==> src/rtl/setup_host_pkg.sv <==
// Shared lock package: PIN and setup packet types, master PIN, default
// configuration and the sanitisation helpers used at commit time.
package setup_host_pkg;

    typedef struct packed {
        logic       status;
        logic [3:0] digit1;
        logic [3:0] digit2;
        logic [3:0] digit3;
        logic [3:0] digit4;
    } pinPac_t;

    typedef struct packed {
        logic       bip_status;
        logic [6:0] bip_time;
        logic [6:0] tranca_aut_time;
        pinPac_t    pin1;
        pinPac_t    pin2;
        pinPac_t    pin3;
        pinPac_t    pin4;
    } setupPac_t;

    localparam logic [6:0] TIME_MIN = 7'd5;
    localparam logic [6:0] TIME_MAX = 7'd60;

    localparam pinPac_t MASTER_PIN = '{status: 1'b1, digit1: 4'd1, digit2: 4'd2,
                                       digit3: 4'd3, digit4: 4'd4};

    localparam pinPac_t PIN_BLANK = '{status: 1'b0, digit1: 4'd0, digit2: 4'd0,
                                      digit3: 4'd0, digit4: 4'd0};

    localparam setupPac_t CFG_DEFAULT = '{
        bip_status:      1'b1,
        bip_time:        7'd10,
        tranca_aut_time: 7'd10,
        pin1:            '{status: 1'b1, digit1: 4'd1, digit2: 4'd2, digit3: 4'd3, digit4: 4'd4},
        pin2:            PIN_BLANK,
        pin3:            PIN_BLANK,
        pin4:            PIN_BLANK
    };

    typedef enum logic [2:0] {
        ST_IDLE,
        ST_ARMED,
        ST_REQ,
        ST_CAPTURE,
        ST_RELEASE,
        ST_LOCKOUT
    } host_state_t;

    function automatic logic pin_digits_valid(input pinPac_t p);
        return (p.digit1 <= 4'd9) && (p.digit2 <= 4'd9) &&
               (p.digit3 <= 4'd9) && (p.digit4 <= 4'd9);
    endfunction

    function automatic logic [6:0] clamp_time(input logic [6:0] t);
        if (t < TIME_MIN) return TIME_MIN;
        if (t > TIME_MAX) return TIME_MAX;
        return t;
    endfunction

endpackage

==> src/rtl/setup_host_cfg_sanitize.sv <==
// Combinational clean-up of a proposed configuration: clamps the times and
// invalidates (or, for pin1, rejects) PIN slots holding non-decimal digits.
module cfg_sanitize
    import setup_host_pkg::*;
(
    input  setupPac_t cfg_in,
    input  pinPac_t   prev_pin1,
    output setupPac_t cfg_out
);

    always_comb begin
        cfg_out                 = cfg_in;
        cfg_out.bip_time        = clamp_time(cfg_in.bip_time);
        cfg_out.tranca_aut_time = clamp_time(cfg_in.tranca_aut_time);

        // pin1 is the user's only guaranteed way in, so a bad one is dropped
        // entirely rather than disabled.
        if (!pin_digits_valid(cfg_in.pin1)) begin
            cfg_out.pin1 = prev_pin1;
        end
        cfg_out.pin1.status = 1'b1;

        if (!pin_digits_valid(cfg_in.pin2)) cfg_out.pin2.status = 1'b0;
        if (!pin_digits_valid(cfg_in.pin3)) cfg_out.pin3.status = 1'b0;
        if (!pin_digits_valid(cfg_in.pin4)) cfg_out.pin4.status = 1'b0;
    end

endmodule

==> src/rtl/setup_host.sv <==
// Host side of the lock setup handshake: master-PIN gate, setup_on request and
// sanitised commit of the new configuration. Define SETUP_HOST_LOCKOUT_EN for
// the wrong-PIN attempt counter and LOCKOUT state.
module setup_host
    import setup_host_pkg::*;
#(
    parameter int unsigned ARM_TIMEOUT_CYCLES = 500_000_000,
    parameter int unsigned LOCKOUT_CYCLES     = 1_500_000_000,
    parameter int unsigned MAX_ATTEMPTS       = 3
) (
    input  logic      clk,
    input  logic      rst,
    input  logic      setup_req,
    input  pinPac_t   pin_in,
    input  logic      setup_end,
    input  setupPac_t data_setup_new,
    output logic      setup_on,
    output setupPac_t data_setup_old,
    output logic      in_setup,
    output logic      pin_fail,
    output logic      cfg_updated,
    output logic      lockout
);

    localparam int unsigned ARM_W = (ARM_TIMEOUT_CYCLES > 1) ? $clog2(ARM_TIMEOUT_CYCLES) : 1;
    localparam logic [ARM_W-1:0] ARM_LAST = ARM_W'(ARM_TIMEOUT_CYCLES - 1);

    host_state_t      state;
    logic [ARM_W-1:0] arm_cnt;
    logic             pin_ok;
    setupPac_t        cfg_clean;

    assign pin_ok = (pin_in.digit4 == MASTER_PIN.digit1) &&
                    (pin_in.digit3 == MASTER_PIN.digit2) &&
                    (pin_in.digit2 == MASTER_PIN.digit3) &&
                    (pin_in.digit1 == MASTER_PIN.digit4);

    cfg_sanitize u_sanitize (
        .cfg_in    (data_setup_new),
        .prev_pin1 (data_setup_old.pin1),
        .cfg_out   (cfg_clean)
    );

`ifdef SETUP_HOST_LOCKOUT_EN
    localparam int unsigned ATT_W  = $clog2(MAX_ATTEMPTS + 1);
    localparam int unsigned LOCK_W = (LOCKOUT_CYCLES > 1) ? $clog2(LOCKOUT_CYCLES) : 1;
    localparam logic [ATT_W-1:0]  ATT_MAX   = ATT_W'(MAX_ATTEMPTS);
    localparam logic [LOCK_W-1:0] LOCK_LAST = LOCK_W'(LOCKOUT_CYCLES - 1);

    logic [ATT_W-1:0]  att_cnt;
    logic [ATT_W-1:0]  att_next;
    logic [LOCK_W-1:0] lock_cnt;

    assign att_next = (att_cnt == ATT_MAX) ? att_cnt : att_cnt + ATT_W'(1);
`else
    logic unused_lock_params;
    assign unused_lock_params = ^{LOCKOUT_CYCLES, MAX_ATTEMPTS};
    assign lockout = 1'b0;
`endif

    always_ff @(posedge clk or posedge rst) begin
        if (rst) begin
            state          <= ST_IDLE;
            arm_cnt        <= '0;
            setup_on       <= 1'b0;
            in_setup       <= 1'b0;
            pin_fail       <= 1'b0;
            cfg_updated    <= 1'b0;
            data_setup_old <= CFG_DEFAULT;
`ifdef SETUP_HOST_LOCKOUT_EN
            att_cnt        <= '0;
            lock_cnt       <= '0;
            lockout        <= 1'b0;
`endif
        end else begin
            pin_fail    <= 1'b0;
            cfg_updated <= 1'b0;
            case (state)
                ST_IDLE: begin
                    if (setup_req) begin
                        state   <= ST_ARMED;
                        arm_cnt <= '0;
                    end
                end
                // A PIN arriving on the timeout cycle takes priority.
                ST_ARMED: begin
                    if (pin_in.status) begin
                        if (pin_ok) begin
`ifdef SETUP_HOST_LOCKOUT_EN
                            att_cnt <= '0;
`endif
                            state    <= ST_REQ;
                            setup_on <= 1'b1;
                            in_setup <= 1'b1;
                        end else begin
                            pin_fail <= 1'b1;
`ifdef SETUP_HOST_LOCKOUT_EN
                            att_cnt <= att_next;
                            if (att_next == ATT_MAX) begin
                                state    <= ST_LOCKOUT;
                                lockout  <= 1'b1;
                                lock_cnt <= '0;
                            end else begin
                                state <= ST_IDLE;
                            end
`else
                            state <= ST_IDLE;
`endif
                        end
                    end else if (arm_cnt == ARM_LAST) begin
                        state <= ST_IDLE;
                    end else begin
                        arm_cnt <= arm_cnt + ARM_W'(1);
                    end
                end
                ST_REQ: begin
                    if (!setup_end) begin
                        data_setup_old <= cfg_clean;
                        cfg_updated    <= 1'b1;
                        setup_on       <= 1'b0;
                        state          <= ST_CAPTURE;
                    end
                end
                ST_CAPTURE: begin
                    state <= ST_RELEASE;
                end
                ST_RELEASE: begin
                    if (setup_end) begin
                        state    <= ST_IDLE;
                        in_setup <= 1'b0;
                    end
                end
`ifdef SETUP_HOST_LOCKOUT_EN
                ST_LOCKOUT: begin
                    if (lock_cnt == LOCK_LAST) begin
                        state   <= ST_IDLE;
                        lockout <= 1'b0;
                        att_cnt <= '0;
                    end else begin
                        lock_cnt <= lock_cnt + LOCK_W'(1);
                    end
                end
`endif
                default: begin
                    state    <= ST_IDLE;
                    setup_on <= 1'b0;
                    in_setup <= 1'b0;
                end
            endcase
        end
    end

endmodule

==> config.mk <==
export PLATFORM = sky130hd
export DESIGN_NAME = setup_host
export DESIGN_NICKNAME = d
export VERILOG_FILES = /design/src/rtl/setup_host_pkg.sv /design/src/rtl/setup_host_cfg_sanitize.sv /design/src/rtl/setup_host.sv
export SDC_FILE = /design/constraint.sdc
export NUM_CORES = 1
export LEC_CHECK = 0
export CAP_MARGIN = 20
export CORE_MARGIN = 5
export CORE_UTILIZATION = 47
export CTS_BUF_LIST = sky130_fd_sc_hd__clkbuf_16
export DETAILED_ROUTE_END_ITERATION = 7
export GPL_ROUTABILITY_DRIVEN = 0
export PLACE_DENSITY = 0.81
export SYNTH_ARGS = -nofsm -noshare
export SYNTH_HDL_FRONTEND = slang
export SYNTH_HIERARCHICAL = 1
export SYNTH_SLANG_ARGS = --single-unit
export TNS_END_PERCENT = 5
==> constraint.sdc <==
create_clock -name clk -period 4.6 [get_ports clk]
set_clock_uncertainty 0.2 [all_clocks]
set_input_delay 0.69 -clock clk [delete_from_list [all_inputs] [get_ports clk]]
set_output_delay 0.69 -clock clk [all_outputs]
set_load 0.01 [all_outputs]
======== Word level (Yosys, flattened, before mapping) ========
Cells that the tools add are included.
word-level totals
  word-level logic and storage cells ...... 133
  input port bits ......................... 104
  bits in registers ....................... 118
operators by class
  add/subtract/negate cells ............... 1
  multiplexer cells ....................... 39
  equality and inequality tests ........... 17
  $lt $le $gt $ge ......................... 20
  bitwise logic cells ..................... 3
  reductions and logical operators ........ 25
operator list
  cell                                                            count
  2-to-1 mux 29 bit                                               3
  <= comparator 4 bit (second input constant)                     16
  one-hot mux 29 bit (2 select lines)                             1
  2-to-1 mux 7 bit                                                8
  adder 29 x 1 -> 29 bit (second input constant)                  1
  == test 29 bit (second input constant)                          1
  2-to-1 mux 1 bit                                                18
  AND reduction 4 bit                                             4
  logical AND 1 bit                                               15
  2-to-1 mux 3 bit                                                5
  one-hot mux 3 bit (5 select lines)                              1
  greater-than comparator 7 x 6 -> 1 bit (second input constant)  2
  < comparator 7 x 3 -> 1 bit (second input constant)             2
  inequality test 2 bit (second input constant)                   7
  == test 4 x 2 -> 1 bit (second input constant)                  2
  == test 3 x 2 -> 1 bit (second input constant)                  2
  one-hot mux 1 bit (3 select lines)                              2
  OR reduction 3 bit                                              2
  == test 4 x 1 -> 1 bit (second input constant)                  1
  == test 4 x 3 -> 1 bit (second input constant)                  1
  == test 3 x 1 -> 1 bit (second input constant)                  1
  == test 3 bit (second input constant)                           1
  logical NOT 3 bit                                               1
  inequality test 3 bit (second input constant)                   1
  other kinds (5)                                                 7

======== Logic depth before layout (Yosys ltp) ========
Gate-level depths: netlist of run 1.
  depth in word-level cells ............... 7
  mapped depth ............................ 8
  mapped depth without buffers ............ 6

======== Modules after synthesis ========
Netlist of run 1, hierarchy kept.
modules (own cells, without submodules)
  module        cells an instance  times used  area an instance (sq um)
  setup_host    423                1           5218.8
  cfg_sanitize  117                1           898.4

======== Worst setup path before layout of run 1 ========
OpenSTA, ideal clock, no wires.
  path type ............................... reg2reg
  from .................................... register arm_cnt[11]
  to ...................................... register arm_cnt[16]
  stages on the path, launching flop included .. 9
  buffers on the path ..................... 3
  setup slack ............................. 2321 ps
  arrival time ............................ 1956 ps
  cells stage by stage .................... dfrtp_1 > buf_6 > or4b_4 > nor4_4 > a31o_1 > buf_6 > buf_4 > nor3_1 > o21bai_1
on the way
  longest elaborated chain between the ends .. 4
  elaborated cells between the ends (all ways) .. 7
RTL lines
  what                                 line               RTL
  start, declared                      setup_host.sv:29   logic [ARM_W-1:0] arm_cnt;
  start signal, assigned               setup_host.sv:113  arm_cnt <= arm_cnt + ARM_W'(1);
  adder 29 x 1 -> 29 bit               setup_host.sv:113
  2-to-1 mux 29 bit                    setup_host.sv:110  end else if (arm_cnt == ARM_LAST) begin
  2-to-1 mux 29 bit                    setup_host.sv:87   if (pin_in.status) begin
  one-hot mux 29 bit (2 select lines)  setup_host.sv:78   case (state)
Several ways; a longest one is shown, not always the timed one. The select of a mux whose other input is x is not followed.
A chain may end at the register's enable or synchronous reset.

======== Worst setup path after layout of run 1 ========
  from .................................... register arm_cnt[11]
  to ...................................... register arm_cnt[5]
on the way
  longest elaborated chain between the ends .. 3
RTL lines
  what                                    line
  == test 29 bit                          setup_host.sv:110
  inequality test 2 bit (no source line)  -
  AND reduction 4 bit (no source line)    -
Every way passes these cells.

==> results of run 1 <==
-- cell type report --
class	instances	area (um2)
tap	172	215
inverter	11	43.8
clock inverter	15	138
fill	939	4330
timing repair buffer	195	1950
clock buffer	17	425
sequential	119	2990
multi-input combinational	334	2580
-- power by group through the flow --
stage / combinational, mW / clock (mW) / sequential, mW
5_1_grt: 0.689 / 1.33 / 1.29
3_3_place_gp: 0.622 / 0 / 1.28
2_1_floorplan: 0.265 / 0 / 1.32
3_5_place_dp: 0.639 / 0 / 1.29
6_report: 0.637 / 1.26 / 1.27
4_1_cts: 0.646 / 1.28 / 1.27
-- final timing paths --
path / endpoint / from / depth (start not counted)
worst max register to register: arm_cnt[5]$_DFFE_PP0P_ / arm_cnt[11]$_DFFE_PP0P_ / 5
max in group asynchronous: data_setup_old[78]$_DFFE_PP1P_ / rst / 3
worst max-delay path: arm_cnt[5]$_DFFE_PP0P_ / arm_cnt[11]$_DFFE_PP0P_ / 5
worst min-delay path: data_setup_old[74]$_DFFE_PP0P_ / data_setup_old[74]$_DFFE_PP0P_ / 1
min in group asynchronous: data_setup_old[51]$_DFFE_PP0P_ / rst / 2
worst min register to register: data_setup_old[74]$_DFFE_PP0P_ / data_setup_old[74]$_DFFE_PP0P_ / 1
-- sequential cells by signal, summed over array words and instances, names as in the netlist --
signal and flops:
setup_on 1, pin_fail 1, cfg_updated 1, state 3, in_setup 1, data_setup_old 83
arm_cnt 29
-- worst max-delay path, cell delays in order (launching register included) --
cell     delay [ps]
dfrtp_1         460
or4b_4          580
nor4_4          330
a31o_1          660
nand2_4         290
a31oi_1         270
-- cells by family (layout without fill, tap and decap cells) --
kind of cell / count (synthesis) / after routing / synth area share (%)
buffers and inverters: 88 / 238 / 9.35
and+or+nand+nor: 141 / 141 / 13.0
adders and majority gates: 1 / 1 / 0.205
AOI/OAI and AO/OA: 86 / 86 / 8.98
DFF: 119 / 119 / 48.9
muxes: 102 / 102 / 19.3
other: 3 / 4 / 0.184
-- synth_stat cells, drive strengths merged (11+ instances only) --
| library cell | n | share of area (%) |
|---|---|---|
| clkbuf | 11 | 0.67 |
| nand3 | 27 | 2.2 |
| dfrtp | 108 | 44 |
| nand2 | 34 | 2.2 |
| inv | 11 | 0.67 |
| mux2 | 100 | 19 |
| dfstp | 11 | 4.7 |
| buf | 66 | 8.0 |
| o21ai | 28 | 2.3 |
| nor2 | 14 | 0.86 |
| a31oi | 24 | 2.5 |
-- per-stage QoR --
stage | worst slack [ps] | power [mW] | util [%]
floorplan | 571 | 1.58 | -
global placement | 1810 | 1.90 | 61.3
detailed placement | 1720 | 1.93 | 61.3
CTS | 1720 | 3.20 | 65.8
global route | 1520 | 3.32 | 65.8
finish | 1710 | 3.17 | 65.8
-- layer usage --
metal	vias up	wire (um)	track usage (%)
li1	2197	-	-
met1	2334	6030	24.4
met2	187	8030	36.9
met3	21	1490	6.58
met4	0	217	6.71
met5	-	0	0
-- cells in the final DEF (no fill, tap or decap), drive strengths merged, types with 3 or more instances in the layout --
master | Yosys | final
nor2 | 14 | 14
clkdlybuf4s50 | 0 | 189
a31oi | 24 | 24
o21ai | 28 | 28
a21oi | 9 | 9
dfstp | 11 | 11
or2 | 6 | 6
nand2b | 9 | 9
clkinv | 0 | 8
o211ai | 3 | 3
and4 | 3 | 3
and2 | 3 | 3
nor3 | 9 | 9
or3 | 4 | 4
nand3 | 27 | 27
clkinvlp | 0 | 5
conb | 3 | 4
nand2 | 34 | 34
dfrtp | 108 | 108
clkbuf | 11 | 18
and3 | 5 | 5
nor4 | 9 | 9
mux2 | 100 | 100
nand4 | 8 | 8
inv | 11 | 11
nor4b | 3 | 3
buf | 66 | 5
a41oi | 9 | 9
==> metrics.md, run 1 <==
| Metric | Value |
|---|---|
| CTS root buffer | clkbuf_16 |
| Switching share of power | 26.2% |
| Diodes inserted | 0 |
| Mean Syn Cell Area | 11.3 um2 |
| Maximum vdd ir drop | 0.196 mV |
| Slew headroom | 29.1% |
| Startpoint types | flop |
| Mapped Cells | 540 |
| Post-CTS Hold Buffers | 0 |
| CP max FO | 18 |
| Max cap viols | 0 |
| Placed cells | 830 |
| Die area | 0.0154 mm2 |
| PostCTS Resize Cnt | 0 |
| DRC Markers | 0 |
| Cell Area, Placed | 0.00777 mm2 |
| Worst R2R Setup Slack | 1710 ps |
| Starting density of the core | 48.3% |
| Final nets | 783 |
| Core ar. | 0.0127 mm2 |
| Worst-path clk slew | 60 ps |
| Register area share after synthesis | 48.9% |
| Vias per inst | 5.49 |
| Largest net degree at the start of global routing | 85 |
| Clock power share | 39.7% |
| Die Span Y | 124 um |
| Post-synth top flop | dfrtp_1 |
| Worst Setup End Kind | flop |
| Initial antenna violation count | 0 |
| Final setup vio count | 0 |
| FF+latch count, synth | 119 |
| Tmin final | 2890 ps |
| Leak | 3.50 nW |
| Vias in the first global route | 4,823 |
| Switching Power | 0.830 mW |
| Max Clock Freq | 346 MHz |
| Drt wl/cell | 18.3 um |
| Die span in x | 124 um |
| Fin. Hold Viols | 0 |
| Combinational power share | 20.1% |
| Fraction of registers with async set/reset | 100% |
| Area grow syn2layout | 36.3% |
| Placed wire-length estimate | 11,300 um |
| Start-to-end type of the worst setup path | flop to flop |
| Worst path arrival time | 3010 ps |
| Post-synth EDFFs | 0 |
| Synth cell types | 54 |
| Drt first-iter violations | 296 |
| Status | finished, final reports clean |
| Max Root-Sink Buffers | 2 |
| Worst path required time | 4720 ps |
| CTS Buf Count | 17 |
| Grt total ovfl | 0 |
| Mapped Area | 0.00612 mm2 |
| First-pass GRT wire length | 25,100 um |
| Pwr per Cell Area | 380 mW/mm2 |
| Final instance area | 0.00834 mm2 |
| H-tree depth | 4 |
| Share of layout cells above drive strength 1 | 23.0% |
| Actual slew at the worst max-slew pin | 1050 ps |
| Vias | 4,739 |
| Clk_lat worst skew | 410 ps |
| Flop pwr share | 40.2% |
| Hold WS | 303 ps |
| RSZ-0062 raised after global routing | false |
| Port buffer count | 189 |
| Setup TNS | 0 ps |
| CTS Sinks | 119 |
| Yosys warns | 6 |
| Final non-filler cell total | 863 |
| All-Layer GR Usage | 21.0% |
| Tcrit/Tclk final | 62.8% |
| Antenna-violating nets left | 0 |
| Routed Wire Length | 15,800 um |
| I/O pin count | 192 |
| Std cell rows | 41 |
| Final count of pins violating max slew | 0 |
| Post-CTS setup buffers | 0 |
| Worst min-delay path class | flop to flop |
| 1st-pass router iterations | 4 |
| Int Power | 2.34 mW |
| CTS tree | built |
No activity file was read; power rests on OpenSTA's default activity.
==> run 2: changes to the inputs <==
CORE_UTILIZATION = 43   (was 47)
PLACE_DENSITY = 0.78   (was 0.81)
clock period = 2.5 ns   (was 4.6 ns; I/O delays follow)
==> run 2 against run 1 <==
Net effect:
- critical path depth grew 1
- clock power grew 98%
- fmax grew 22%
- register-to-register slack lost 1600 ps
- sequential power grew 84%
- clock-buffer cell count is the same
- global-route usage shrank 2.7 points
- non-clock buffer count grew 16
- first-iteration DRC count grew 24%
- critical endpoint is now arm_cnt[7]$_DFFE_PP0P_
==> metrics.md, run 2 (synthesis results as in run 1) <==
| Metric | Value |
|---|---|
| Post-CTS Hold Buffers | 0 (unchanged) |
| Final setup vio count | 0 (unchanged) |
| Core ar. | 0.0139 mm2 (was 0.0127 mm2) |
| Final nets | 799 (was 783) |
| Actual slew at the worst max-slew pin | 648 ps (was 1050 ps) |
| Vias | 4,799 (was 4,739) |
| Worst-path clk slew | 50 ps (was 60 ps) |
| Share of layout cells above drive strength 1 | 24.8% (was 23.0%) |
| Max reg flops | 83 (unchanged) |
| CTS Buf Count | 17 (unchanged) |
| Max cap viols | 0 (unchanged) |
| CTS Sinks | 119 (unchanged) |
| I/O pin count | 192 (unchanged) |
| Std cell rows | 43 (was 41) |
| Met3 wire len | 1010 um (was 1490 um) |
| Largest net degree at the start of global routing | 120 (was 85) |
| Crit. Startpoint | arm_cnt[17]$_DFFE_PP0P_ (was arm_cnt[11]$_DFFE_PP0P_) |
| Final instance area | 0.00854 mm2 (was 0.00834 mm2) |
| Commonest non-fill, non-tap cells in the layout | clkdlybuf4s50_1 (189), dfrtp_1 (108), mux2_2 (86), nand2_1 (33), nand3_1 (27) (unchanged) |
| Flop pwr share | 38.9% (was 40.2%) |
| Switching Power | 1.50 mW (was 0.830 mW) |
| Slew headroom | 56.8% (was 29.1%) |
| Layout Utilization | 61.3% (was 65.8%) |
| H-tree depth | 4 (unchanged) |
| Max incr delay on CP | 590 ps (was 660 ps) |
| DRC Markers | 0 (unchanged) |
| Initial antenna violation count | 0 (unchanged) |
| Worst path arrival time | 2480 ps (was 3010 ps) |
| CTS tree | built (unchanged) |
| Vias in the first global route | 4,839 (was 4,823) |
| Max Root-Sink Buffers | 2 (unchanged) |
| Worst path required time | 2610 ps (was 4720 ps) |
| Worst Setup End Kind | flop (unchanged) |
| Total power | 6.03 mW (was 3.17 mW) |
| Die span in x | 129 um (was 124 um) |
| Tmin final | 2370 ps (was 2890 ps) |
| Vias per inst | 5.41 (was 5.49) |
| Largest registers | data_setup_old: 83 flops, arm_cnt: 29 flops, state: 3 flops (unchanged) |
| Area grow syn2layout | 39.7% (was 36.3%) |
| Port buffer count | 189 (unchanged) |
| CP cell instances | or4b_1 > nor4_4 > a31o_1 > buf_4 > nand2_4 > a31oi_1 (was or4b_4 > nor4_4 > a31o_1 > nand2_4 > a31oi_1) |
| Final count of pins violating max slew | 0 (unchanged) |
| Largest delay share family, worst path | simple AND/OR/NAND/NOR gates (unchanged) |
| DR top layer | met4 (unchanged) |
| Routed Wire Length | 15,500 um (was 15,800 um) |
| Die Span Y | 129 um (was 124 um) |
| First-pass GRT wire length | 24,500 um (was 25,100 um) |
| All-Layer GR Usage | 18.3% (was 21.0%) |
| CP max FO | 18 (unchanged) |
| Clock power share | 41.5% (was 39.7%) |
| Die area | 0.0167 mm2 (was 0.0154 mm2) |
| Max Clock Freq | 422 MHz (was 346 MHz) |
| RSZ-0062 raised after global routing | false (unchanged) |
| Startpoint types | flop (unchanged) |
| Starting density of the core | 43.9% (was 48.3%) |
| Status | finished, final reports clean (unchanged) |
| Combinational power share | 19.7% (was 20.1%) |
| Fin. Hold Viols | 0 (unchanged) |
| Drt first-iter violations | 366 (was 296) |
| Antenna-violating nets left | 0 (unchanged) |
| Grt total ovfl | 0 (unchanged) |
| Clk_lat worst skew | 400 ps (was 410 ps) |
| Worst min-delay path class | input pin to async pin (was flop to flop) |
| Diodes inserted | 0 (unchanged) |
| Leak | 3.62 nW (was 3.50 nW) |
| Commonest non-fill, non-tap cell in the layout | clkdlybuf4s50_1 (unchanged) |
| Crit Reg-Reg Startpoint | arm_cnt[17]$_DFFE_PP0P_ (was arm_cnt[11]$_DFFE_PP0P_) |
| 1st-pass router iterations | 5 (was 4) |
| Slowest CP cell | or4b_1 (was a31o_1) |
| Int Power | 4.53 mW (was 2.34 mW) |
| Tcrit/Tclk final | 94.9% (was 62.8%) |
| Cell Area, Placed | 0.00792 mm2 (was 0.00777 mm2) |
| Drt wl/cell | 17.4 um (was 18.3 um) |
| Start-to-end type of the worst setup path | flop to flop (unchanged) |
| Post-CTS setup buffers | 0 (unchanged) |
| Biggest register | data_setup_old (unchanged) |
| Metal-1 WL | 6630 um (was 6030 um) |
| Maximum vdd ir drop | 0.420 mV (was 0.196 mV) |
| Crit path buffers/inverters | 1 (was 0) |
| Met2 WL | 7650 um (was 8030 um) |
| Placed wire-length estimate | 11,400 um (was 11,300 um) |
| Setup TNS | 0 ps (unchanged) |
| Pwr per Cell Area | 705 mW/mm2 (was 380 mW/mm2) |
| CTS root buffer | clkbuf_16 (unchanged) |
| Switching share of power | 24.8% (was 26.2%) |
-- run 2: final cells by class --
class / instances / area (um2)
Fill cell: 1069 / 5390
Sequential cell: 119 / 2990
Multi-Input combinational cell: 334 / 2580
Timing Repair Buffer: 211 / 2090
Clock buffer: 17 / 425
Tap cell: 180 / 225
Clock inverter: 15 / 186
Inverter: 11 / 45.0
-- run 2: tightest hold or removal path: stages --
cell and delay (ps):
clkdlybuf4s50_1 440, clkinvlp_4 100, buf_12 440
-- run 2: worst paths after layout --
kind / to / slack [ps] / cells past startpoint
worst max-delay path: arm_cnt[7]$_DFFE_PP0P_ / 130 / 6
worst min-delay path: data_setup_old[48]$_DFFE_PP0P_ / 300 / 3
worst max register to register: arm_cnt[7]$_DFFE_PP0P_ / 130 / 6
worst min register to register: data_setup_old[74]$_DFFE_PP0P_ / 300 / 1
max in group asynchronous: arm_cnt[17]$_DFFE_PP0P_ / 1300 / 3
min in group clk: data_setup_old[74]$_DFFE_PP0P_ / 300 / 1
-- run 2: per-layer routing --
layer | up-vias | track usage [%]
met4 | 0 | 5.44
li1 | 2236 | -
met5 | - | 0
met1 | 2374 | 23.4
met2 | 173 | 31.2
met3 | 16 | 4.20
-- run 2: metrics by stage --
stage               setup WS [ps]  hold WS, ps  cells
finish                        128          295    887
CTS                           129          307    887
global route                 4.57          322    887
global placement              222          288    855
detailed placement            132          295    855
floorplan                     221          265    541
-- run 2: power groups by stage --
stage | clock (mW) | sequential [mW] | combinational (mW)
final | 2.50 | 2.34 | 1.19
after global routing | 2.66 | 2.38 | 1.28
after CTS | 2.55 | 2.34 | 1.20
after detailed placement | 0 | 2.37 | 1.19
after global placement | 0 | 2.35 | 1.16
after floorplan | 0 | 2.43 | 0.488
-- run 2: timing repair --
item,4_1_cts,5_1_grt
hold endpoints to repair,0,0
setup endpoints to repair,0,2
resized for setup,0,2
